<file path="config.mk">
export PLATFORM = sky130hd
export DESIGN_NAME = mfp_ahb_botctrl
export DESIGN_NICKNAME = d
export VERILOG_FILES = /design/src/rtl/mfp_ahb_botctrl.sv
export SDC_FILE = /design/constraint.sdc
export NUM_CORES = 1
export LEC_CHECK = 0
export ABC_AREA = 1
export BUFFER_PORTS_ARGS = -buffer_cell sky130_fd_sc_hd__buf_2
export CAP_MARGIN = 10
export CORE_ASPECT_RATIO = 1.5
export CORE_UTILIZATION = 50
export CTS_BUF_LIST = sky130_fd_sc_hd__clkbuf_16
export DETAILED_ROUTE_END_ITERATION = 16
export PLACE_DENSITY = 0.75
export SLEW_MARGIN = 5
export SYNTH_ARGS = -nofsm -noshare
export SYNTH_HDL_FRONTEND = slang
export SYNTH_SLANG_ARGS = --single-unit
</file>
<file path="constraint.sdc">
create_clock -name HCLK -period 3.5 [get_ports HCLK]
set_clock_uncertainty 0.2 [all_clocks]
set_input_delay 0.7 -clock HCLK [delete_from_list [all_inputs] [get_ports HCLK]]
set_output_delay 0.7 -clock HCLK [all_outputs]
set_load 0.005 [all_outputs]
</file>
<file path="src/rtl/mfp_ahb_botctrl.sv">
// mfp_ahb_botctrl: AHB-Lite slave sequencing the RojoBot update/acknowledge handshake.
module mfp_ahb_botctrl #(
  parameter int INFO_W      = 32,
  parameter int CTRL_W      = 8,
  parameter int ACK_TIMEOUT = 255
) (
  input  logic              HCLK,
  input  logic              SI_Reset,
  input  logic              HSEL,
  input  logic [3:0]        HADDR,
  input  logic [1:0]        HTRANS,
  input  logic              HWRITE,
  input  logic [31:0]       HWDATA,
  input  logic              HREADY,
  output logic [31:0]       HRDATA,
  output logic              HREADYOUT,
  output logic              HRESP,
  input  logic [INFO_W-1:0] IO_BotInfo,
  input  logic              IO_BotUpdt_Sync,
  output logic [CTRL_W-1:0] IO_BotCtrl,
  output logic              IO_INT_ACK,
  output logic              IRQ
);
  typedef enum logic [1:0] {IDLE = 2'b00, PENDING = 2'b01, ACKING = 2'b10} state_t;
  state_t r_state, w_state;
  logic r_valid, r_write, r_updt_prev, r_ovr, r_to, r_ack;
  logic [1:0] r_addr;
  logic [31:0] r_hrdata;
  logic [INFO_W-1:0] r_snap;
  logic [CTRL_W-1:0] r_ctrl;
  logic [15:0] r_cnt, w_cnt;
  logic w_aphase, w_rise, w_pend, w_wr_ack, w_ack_req, w_clr_ovr, w_clr_to, w_ack_nxt, w_to_set;
  logic [31:0] w_status, w_rd;
  logic w_unused;
  assign w_unused  = ^{HWDATA, HADDR[1:0], HTRANS[0]};
  assign w_aphase  = HSEL & HTRANS[1] & HREADY;
  assign w_rise    = IO_BotUpdt_Sync & ~r_updt_prev;
  assign w_pend    = r_state == PENDING;
  assign w_wr_ack  = r_valid & r_write & (r_addr == 2'd3);
  assign w_ack_req = w_wr_ack & HWDATA[0];
  assign w_clr_ovr = w_wr_ack & HWDATA[1];
  assign w_clr_to  = w_wr_ack & HWDATA[2];
  assign w_status  = {27'd0, r_state, r_to, r_ovr, w_pend};
  // Read data is captured at the address-phase edge so it is stable for the whole data phase.
  assign w_rd = HADDR[3:2] == 2'd0 ? 32'(r_snap) :
                HADDR[3:2] == 2'd1 ? 32'(r_ctrl) :
                HADDR[3:2] == 2'd2 ? w_status : 32'd0;
  assign HRDATA     = r_hrdata;
  assign HREADYOUT  = 1'b1;
  assign HRESP      = 1'b0;
  assign IO_BotCtrl = r_ctrl;
  assign IO_INT_ACK = r_ack;
  assign IRQ        = w_pend;
  // A new bot update always wins over an acknowledge in flight.
  always_comb begin
    w_state   = r_state;
    w_ack_nxt = r_ack;
    w_cnt     = r_cnt;
    w_to_set  = 1'b0;
    if (w_rise) begin
      w_state   = PENDING;
      w_ack_nxt = 1'b0;
    end else if (w_pend && w_ack_req) begin
      w_state   = ACKING;
      w_ack_nxt = 1'b1;
      w_cnt     = 16'd0;
    end else if (r_state == ACKING) begin
      w_cnt = r_cnt + 16'd1;
      if (!IO_BotUpdt_Sync) begin
        w_state   = IDLE;
        w_ack_nxt = 1'b0;
      end else if (r_cnt == 16'(ACK_TIMEOUT - 1)) begin
        w_state   = IDLE;
        w_ack_nxt = 1'b0;
        w_to_set  = 1'b1;
      end
    end
  end
  always_ff @(posedge HCLK) begin
    if (SI_Reset) begin
      r_state     <= IDLE;
      r_valid     <= 1'b0;
      r_write     <= 1'b0;
      r_addr      <= 2'd0;
      r_hrdata    <= 32'd0;
      r_snap      <= '0;
      r_ctrl      <= '0;
      r_updt_prev <= 1'b0;
      r_ovr       <= 1'b0;
      r_to        <= 1'b0;
      r_ack       <= 1'b0;
      r_cnt       <= 16'd0;
    end else begin
      r_state     <= w_state;
      r_valid     <= w_aphase;
      r_write     <= w_aphase & HWRITE;
      r_addr      <= HADDR[3:2];
      r_hrdata    <= (w_aphase && !HWRITE) ? w_rd : 32'd0;
      r_updt_prev <= IO_BotUpdt_Sync;
      r_ovr       <= (w_rise & w_pend) | (r_ovr & ~w_clr_ovr);
      r_to        <= w_to_set | (r_to & ~w_clr_to);
      r_ack       <= w_ack_nxt;
      r_cnt       <= w_cnt;
      if (w_rise) r_snap <= IO_BotInfo;
      if (r_valid && r_write && r_addr == 2'd1) r_ctrl <= HWDATA[CTRL_W-1:0];
    end
  end
endmodule
</file>
==> results of run 1 <==
## metal layers
| layer | track usage [%] | routed length (um) |
|---|---|---|
| met5 | 0 | 0 |
| met4 | 11.76 | 225 |
| met2 | 40.81 | 4412 |
| met3 | 4.806 | 422 |
| met1 | 24.12 | 3371 |
## layout make-up
cell class / instances / area share, %
clock inverters: 7 / 1.583
repair buffers: 92 / 10.15
well taps: 100 / 2.729
inverters: 64 / 5.295
multi-input cells: 308 / 32.97
clock buffers: 9 / 4.913
flip-flops and latches: 97 / 42.36
## report_power, final
part / internal (mW) / switching, mW / leakage [nW]
registers: 1.14 / 0.0109 / 0.790
clock network: 0.553 / 0.406 / 0.147
logic: 0.0450 / 0.0774 / 1.13
total: 1.73 / 0.494 / 2.06
## cells in the final DEF, fill, tap and decap left out, types with 2 or more instances in the layout
master / n
buf_4: 2
ha_1: 2
a21oi_1: 30
nor2_1: 74
nand3_1: 27
nand2_1: 75
inv_2: 2
nor2_4: 2
a21oi_2: 9
nand2_4: 3
clkinv_4: 3
dfxtp_1: 97
nand4_1: 4
o21ai_0: 44
inv_1: 62
clkbuf_16: 9
nor2_2: 3
conb_1: 2
o21ai_1: 2
nand2_2: 13
o21bai_1: 4
o211ai_1: 4
buf_2: 90
## critical path: stages
cell	delay (ps)
buf_2	250
inv_1	570
buf_4	390
o21ai_0	170
a21oi_1	170
## final timing paths
kind / from / to / slack, ps / depth (start not counted)
max: SI_Reset / r_snap[24] / 1290 / 5
min: r_snap[28] / HRDATA[28] / 230 / 2
max reg2reg: r_updt_prev / r_state[0] / 1630 / 6
min reg2reg: r_snap[28] / HRDATA[28] / 230 / 2
## stage by stage
| step | total power, mW | instances | setup slack (ps) | util (%) |
|---|---|---|---|---|
| floorplan | 1.246 | 487 | 1768 | - |
| global placement | 1.288 | 661 | 1049 | 58.93 |
| detailed placement | 1.294 | 661 | 998.3 | 58.93 |
| CTS | 2.248 | 677 | 1305 | 63.02 |
| global route | 2.312 | 677 | 1163 | 63.02 |
| finish | 2.228 | 677 | 1293 | 63.02 |
## Yosys cell counts, drive strengths merged
cell type | count | area, um^2
xor2 | 1 | 8.760
nand4 | 4 | 25.02
clkbuf | 6 | 23.77
buf | 12 | 80.07
a31oi | 1 | 6.260
nor2 | 79 | 319.1
or2 | 1 | 6.260
nand3b | 1 | 7.510
ha | 2 | 25.02
o31ai | 1 | 7.510
nand2 | 91 | 396.6
o32ai | 1 | 8.760
inv | 64 | 242.7
nor3 | 2 | 21.27
a21oi | 39 | 229.0
dfxtp | 97 | 1942
nand3 | 27 | 135.1
o21bai | 4 | 30.03
xnor2 | 1 | 8.760
o21ai | 47 | 239.0
o211ai | 4 | 30.03
conb | 2 | 7.510
## registers in the layout, summed over array words and instances (netlist names)
name / cells
HRDATA: 32
r_snap: 32
r_cnt: 16
IO_BotCtrl: 8
r_addr: 2
r_state: 2
r_ovr: 1
r_to: 1
r_updt_prev: 1
r_valid: 1
r_write: 1
## cells by family (layout without fill, tap and decap cells)
family / count (synthesis) / after routing / share of synthesized area [%]
simple gates: 205 / 205 / 23.97
compound gates: 97 / 97 / 14.49
flops: 97 / 97 / 51.10
buf+inv: 82 / 172 / 9.121
fa+ha+maj: 2 / 2 / 0.6584
other cells: 2 / 2 / 0.1976
xor+xnor: 2 / 2 / 0.4611
==> flow_summary.ini, run 1 <==
[die]
floorplan.core_area_um2 = 7274
initial_utilization_pct = 52.24
die_area_um2 = 7960
rows = 38
die_h_um = 108.8
chipWidth_um = 73.18
boundaryPins = 120

[setup_path]
critical_path_arrival_ps = 2270
worstSetupStartpointType = input port
critical_path.max_fanout = 28
worst_ep_required_time_ps = 3560
kind_of_critical_path = in2reg
cp-end-kind = flip-flop

[power]
leakagePower_nw = 2.065
power_per_cell_area_nw_per_um2 = 485.9
irDropWorstVdd_mv = 0.2934

[clock_network]
postCtsSetupBuffers = 0
tritoncts = yes
post_cts.resized_instances = 0
clkTransAtPathRegs_ps = 60
cts_sinks = 97
worstSkewPairLatency_ps = 340
clock_tree.root_cell = clkbuf_16
cts_inserted_buffers = 9
cts_buffer_depth = 2
cts.hold.buffers_added = 0
clock_tree.htree_level_count = 3

[drt]
dr.first_iter.drc_count = 171
via_count = 3315
drtAntennaViolNets = 0
drcViolationCount = 0
route.detailed.wl_per_inst_um = 12.45
drt-pass1-iter-count = 4
via_per_inst = 4.897
wirelength_um = 8432

[yosys]
synth_sequential_area_ratio_pct = 51.10
synth-seq-cells = 97
yosys.cell_types.count = 35
synth.cell_area_um2 = 3800
synth_area_per_cell_um2 = 7.803
netlist_instances = 487
mappedNetlistNets = 565
ys_warn_count = 0

[run]
cap_violations = 0

[global_routing]
grt_pass1_wl_um = 13650
gr-usage-all-layers_pct = 22.58
antenna_found_initial = 0
number_of_global_route_vias_before_repair = 3084
grt.overflow.total = 0
largest_net_degree_at_the_start_of_global_routing = 49

[sta]
unrepaired_setup_endpoints_after_global_routing = false
worstMarginPinSlew_ps = 674.8
report.final.hold_viol_count = 0
post-route-min-period_ps = 2207
slew_headroom_pct = 54.97
finalSetupViolCount = 0
hold_ws_ps = 232.2
setup_tns_ps = 0
post-route-period-util_pct = 63.07
timing.final.max_slew_violations = 0
fmaxAchievable_ghz = 0.4530

[placed_design]
post_dp_cell_area_um2 = 4287
dp.final_hpwl_um = 6168
port-buffer-count = 90
gp_congestion = 0.9764

[layout]
finish.net_count = 650
ff_latch_area_um2 = 1942
multi_input_comb_area_um2 = 1511
syn2layout_area_growth_pct = 20.65
drive_gt1_share_pct = 24.78
nFillCells = 659
final_design_area_no_fill_um2 = 4584
diodes = 0

[worst_hold_path]
hold_class = reg2reg

[status]
run_status = complete, no violations
No activity file was read; power rests on OpenSTA's default activity.
==> run 2: changes to the inputs <==
Clock period 3.5 ns to 2.2 ns, I/O delays scaled along.
==> flow_summary.ini, run 2 (synthesized netlist as in run 1, its figures left out) <==
[sta]
unrepaired_setup_endpoints_after_global_routing = false
post-route-period-util_pct = 79.73
finalSetupViolCount = 0
timing.final.max_slew_violations = 0
setup_tns_ps = 0
report.final.hold_viol_count = 0
fmaxAchievable_ghz = 0.5701
post-route-min-period_ps = 1754

[setup_path]
critical_path.max_fanout = 6
kind_of_critical_path = reg2out
worst_ep_required_time_ps = 1560
cp_slowest_cell = dfxtp_1
critical_path_arrival_ps = 1110
crit_path_max_incr_delay_ps = 440
worstSetupStartpointType = flip-flop
timing.critical_path.cells = inv_2, nand2_2, inv_1, buf_2
cp-end-kind = output port

[power]
clockPowerShare_pct = 43.7
pwr-share-comb_pct = 5.6
internal-power_mw = 2.777
netSwitchingFraction_pct = 22.76
netSwitchingPower_mw = 0.8182
seq_power_share_pct = 50.7
power_per_cell_area_nw_per_um2 = 774.1
leakagePower_nw = 2.090
irDropWorstVdd_mv = 0.4614

[run]
cap_violations = 0

[layout]
syn2layout_area_growth_pct = 22.23
final_cell_mix = dfxtp_1, buf_2, nand2_1
nFillCells = 661
finish.net_count = 654
drive_gt1_share_pct = 25.30
instances_no_fill = 681
mostFrequentLayoutCell = dfxtp_1
diodes = 0
ff_latch_area_um2 = 1942
multi_input_comb_area_um2 = 1511

[drt]
drt-pass1-iter-count = 4
drcViolationCount = 0
route.detailed.wl_per_inst_um = 12.48
via_per_inst = 4.922
dr.first_iter.drc_count = 234
via_count = 3352
wirelength_um = 8497
drtAntennaViolNets = 0

[global_routing]
grt.overflow.total = 0
antenna_found_initial = 0
largest_net_degree_at_the_start_of_global_routing = 50
gr-usage-all-layers_pct = 22.77
grt_pass1_wl_um = 13860
number_of_global_route_vias_before_repair = 3226

[clock_network]
clkTransAtPathRegs_ps = 70
tritoncts = yes
clock_tree.htree_level_count = 3
postCtsSetupBuffers = 0
cts.hold.buffers_added = 0
cts_buffer_depth = 2
worstSkewPairLatency_ps = 340
cts_inserted_buffers = 9
post_cts.resized_instances = 0
cts_sinks = 97
clock_tree.root_cell = clkbuf_16

[worst_hold_path]
hold_class = in2reg

[die]
floorplan.core_area_um2 = 7274
die_h_um = 108.8
boundaryPins = 120
die_area_um2 = 7960
initial_utilization_pct = 52.24
chipWidth_um = 73.18
rows = 38

[placed_design]
port-buffer-count = 90
place_inst = 665
dp.final_hpwl_um = 6278
gp_congestion = 0.9278

[status]
run_status = complete, no violations
-- run 2: cell types whose count changed in the layout (fill, tap and decap cells not counted), sizes merged --
cell,before,now
buf,92,96
clkinv,4,1
clkinvlp,1,2
inv,65,67
-- run 2: worst max-delay path: cells and delay by family (launching register included) --
kind | cells | cell delay [ps]
buffers and inverters | 3 | 250
DFF | 1 | 440
and+or+nand+nor | 1 | 80
-- run 2: area by class of cell --
class,instances,area share (%)
flip-flops and latches,97,41.81
multi-input cells,308,32.54
repair buffers,96,11.21
inverters,64,5.226
clock buffers,9,4.849
well taps,100,2.694
clock inverters,7,1.670
-- run 2: power by group through the flow --
stage	logic, mW	clock network, mW	registers, mW
floorplan	0.124	0	1.86
global placement	0.196	0	1.86
detailed placement	0.201	0	1.86
CTS	0.203	1.59	1.82
global route	0.229	1.68	1.83
finish	0.201	1.57	1.82
-- run 2: per-layer routing --
layer	vias to the layer above	part of all wire, %	wire length [um]	global-route usage [%]
li1	1719	-	-	-
met1	1539	40	3405	23.83
met2	79	53	4488	41.53
met3	15	5.0	427	5.083
met4	0	2.1	176	11.90
met5	-	0	0	0
-- run 2: worst paths after layout --
path | startpoint | endpoint | slack [ps] | depth (start not counted)
setup / recovery | r_state[1] | IRQ | 450 | 4
hold / removal | HWDATA[4] | IO_BotCtrl[4] | 120 | 3
setup reg to reg | r_valid | r_cnt[5] | 480 | 9
hold reg to reg | r_snap[30] | HRDATA[30] | 230 | 2
-- run 2: metrics by stage --
stage	utilization, %	power (mW)	setup WS (ps)	cell area (um^2)	hold WS [ps]
2_1_floorplan	-	1.983	727.9	3800	210.4
3_3_place_gp	59.68	2.057	375.7	4342	219.8
3_5_place_dp	59.68	2.065	338.1	4342	219.9
4_1_cts	63.85	3.619	431.4	4644	111.7
5_1_grt	63.85	3.734	365.2	4644	119.6
6_report	63.85	3.595	445.9	4644	118.1
==> run 3: changes to the inputs <==
Settings changed: CORE_UTILIZATION 50 to 46, PLACE_DENSITY 0.75 to 0.72.
Clock period 2.2 ns to 1.6 ns, I/O delays scaled along.
==> flow_summary.ini, run 3 (synthesized netlist as in run 1, its figures left out) <==
[status]
run_status = complete, no violations

[drt]
wirelength_um = 8624
via_per_inst = 4.865
via_count = 3435
route.detailed.wl_per_inst_um = 12.22
dr.first_iter.drc_count = 145
drcViolationCount = 0
drtAntennaViolNets = 0
drt-pass1-iter-count = 4

[layout]
drive_gt1_share_pct = 29.62
mostFrequentLayoutCell = dfxtp_1
diodes = 0
syn2layout_area_growth_pct = 27.03
final_util_pct = 60.28
ff_latch_area_um2 = 1944
nFillCells = 717
final_cell_mix = dfxtp_1, buf_2, nand2_1
multi_input_comb_area_um2 = 1546
instances_no_fill = 706
finish.net_count = 674

[setup_path]
kind_of_critical_path = reg2reg
worstSetupStartpointType = flip-flop
worst_ep_required_time_ps = 1670
critical_path_arrival_ps = 1620
cp-end-kind = flip-flop
critical_path.max_fanout = 3

[power]
leakagePower_nw = 2.183
netSwitchingFraction_pct = 23.96
power_per_cell_area_nw_per_um2 = 1004
netSwitchingPower_mw = 1.161
irDropWorstVdd_mv = 0.6307
finalPower_mw = 4.845
clockPowerShare_pct = 42.3
seq_power_share_pct = 51.7
internal-power_mw = 3.684
pwr-share-comb_pct = 6.0

[placed_design]
post-place-ws_ps = 40.10
gp_congestion = 0.8840
port-buffer-count = 90
place_inst = 687
dp.final_hpwl_um = 6405

[clock_network]
clkTransAtPathRegs_ps = 70
clock_tree.htree_level_count = 3
worstSkewPairLatency_ps = 340
tritoncts = yes
cts_buffer_depth = 2
cts_sinks = 97
clock_tree.root_cell = clkbuf_16
cts_inserted_buffers = 9

[die]
boundaryPins = 120
chipWidth_um = 76.21
rows = 40
initial_utilization_pct = 47.45
die_area_um2 = 8636
floorplan.core_area_um2 = 8008
die_h_um = 113.3

[global_routing]
grt.overflow.total = 0
largest_net_degree_at_the_start_of_global_routing = 30
gr-usage-all-layers_pct = 20.73
antenna_found_initial = 0
grt_pass1_wl_um = 14190
number_of_global_route_vias_before_repair = 3184

[worst_hold_path]
hold_class = in2reg

[sta]
finalWorstSetupSlack_ps = 54.36
fmaxAchievable_ghz = 0.6470
finalSetupViolCount = 0
post-route-min-period_ps = 1546
timing.final.max_slew_violations = 0
post-route-period-util_pct = 96.60
report.final.hold_viol_count = 0

[run]
cap_violations = 0
==> run 3: final cells by class <==
type	count	share of cell area [%]
clock buffers	9	4.666
clock inverters	7	1.218
inverters	64	5.132
multi-input cells	308	32.04
flip-flops and latches	97	40.28
well taps	105	2.722
repair buffers	116	13.95
==> run 3: path summary, 6_finish.rpt <==
check,startpoint,cells after the start,to,slack [ps]
setup reg to reg,r_cnt[1],6,r_cnt[4],50
hold reg to reg,r_snap[30],2,HRDATA[30],230
setup / recovery,r_cnt[1],6,r_cnt[4],50
hold / removal,IO_BotInfo[29],3,r_snap[29],3
==> run 3: worst max-delay path, cell delays in order (launching register included) <==
cell and delay, ps:
dfxtp_1 350, ha_2 230, nand3_2 130, buf_4 160
xnor2_1 140, nand3_1 120, a21oi_2 140
==> run 3: power groups by stage <==
stage	combinational [mW]	sequential, mW	clock (mW)
after floorplan	0.170	2.56	0
after global routing	0.332	2.51	2.19
after CTS	0.293	2.51	2.09
after detailed placement	0.287	2.56	0
final	0.292	2.51	2.05
after global placement	0.280	2.56	0
==> run 3: repair_timing <==
item                                   CTS  global route
hold buffers                             1             0
setup endpoints to repair                0            15
gates resized for setup                  0            18
buffers inserted                         0             2
endpoints found under the hold margin    1             0
==> run 3: through the flow <==
| stage | TNS (ps) | instance area (um^2) | hold WS, ps |
|---|---|---|---|
| global placement | 0 | 4476 | 220.3 |
| global route | -27.30 | 4827 | 0.5702 |
| floorplan | 0 | 3800 | 210.4 |
| detailed placement | 0 | 4476 | 224.5 |
| CTS | 0 | 4770 | 2.004 |
| finish | 0 | 4827 | 3.309 |
==> run 3: routing by layer <==
layer	global-route usage (%)	vias up	routed length, um
met5	0	-	0
met2	37.96	77	4530
met1	22.98	1582	3472
li1	-	1759	-
met3	4.597	17	414
met4	8.462	0	208
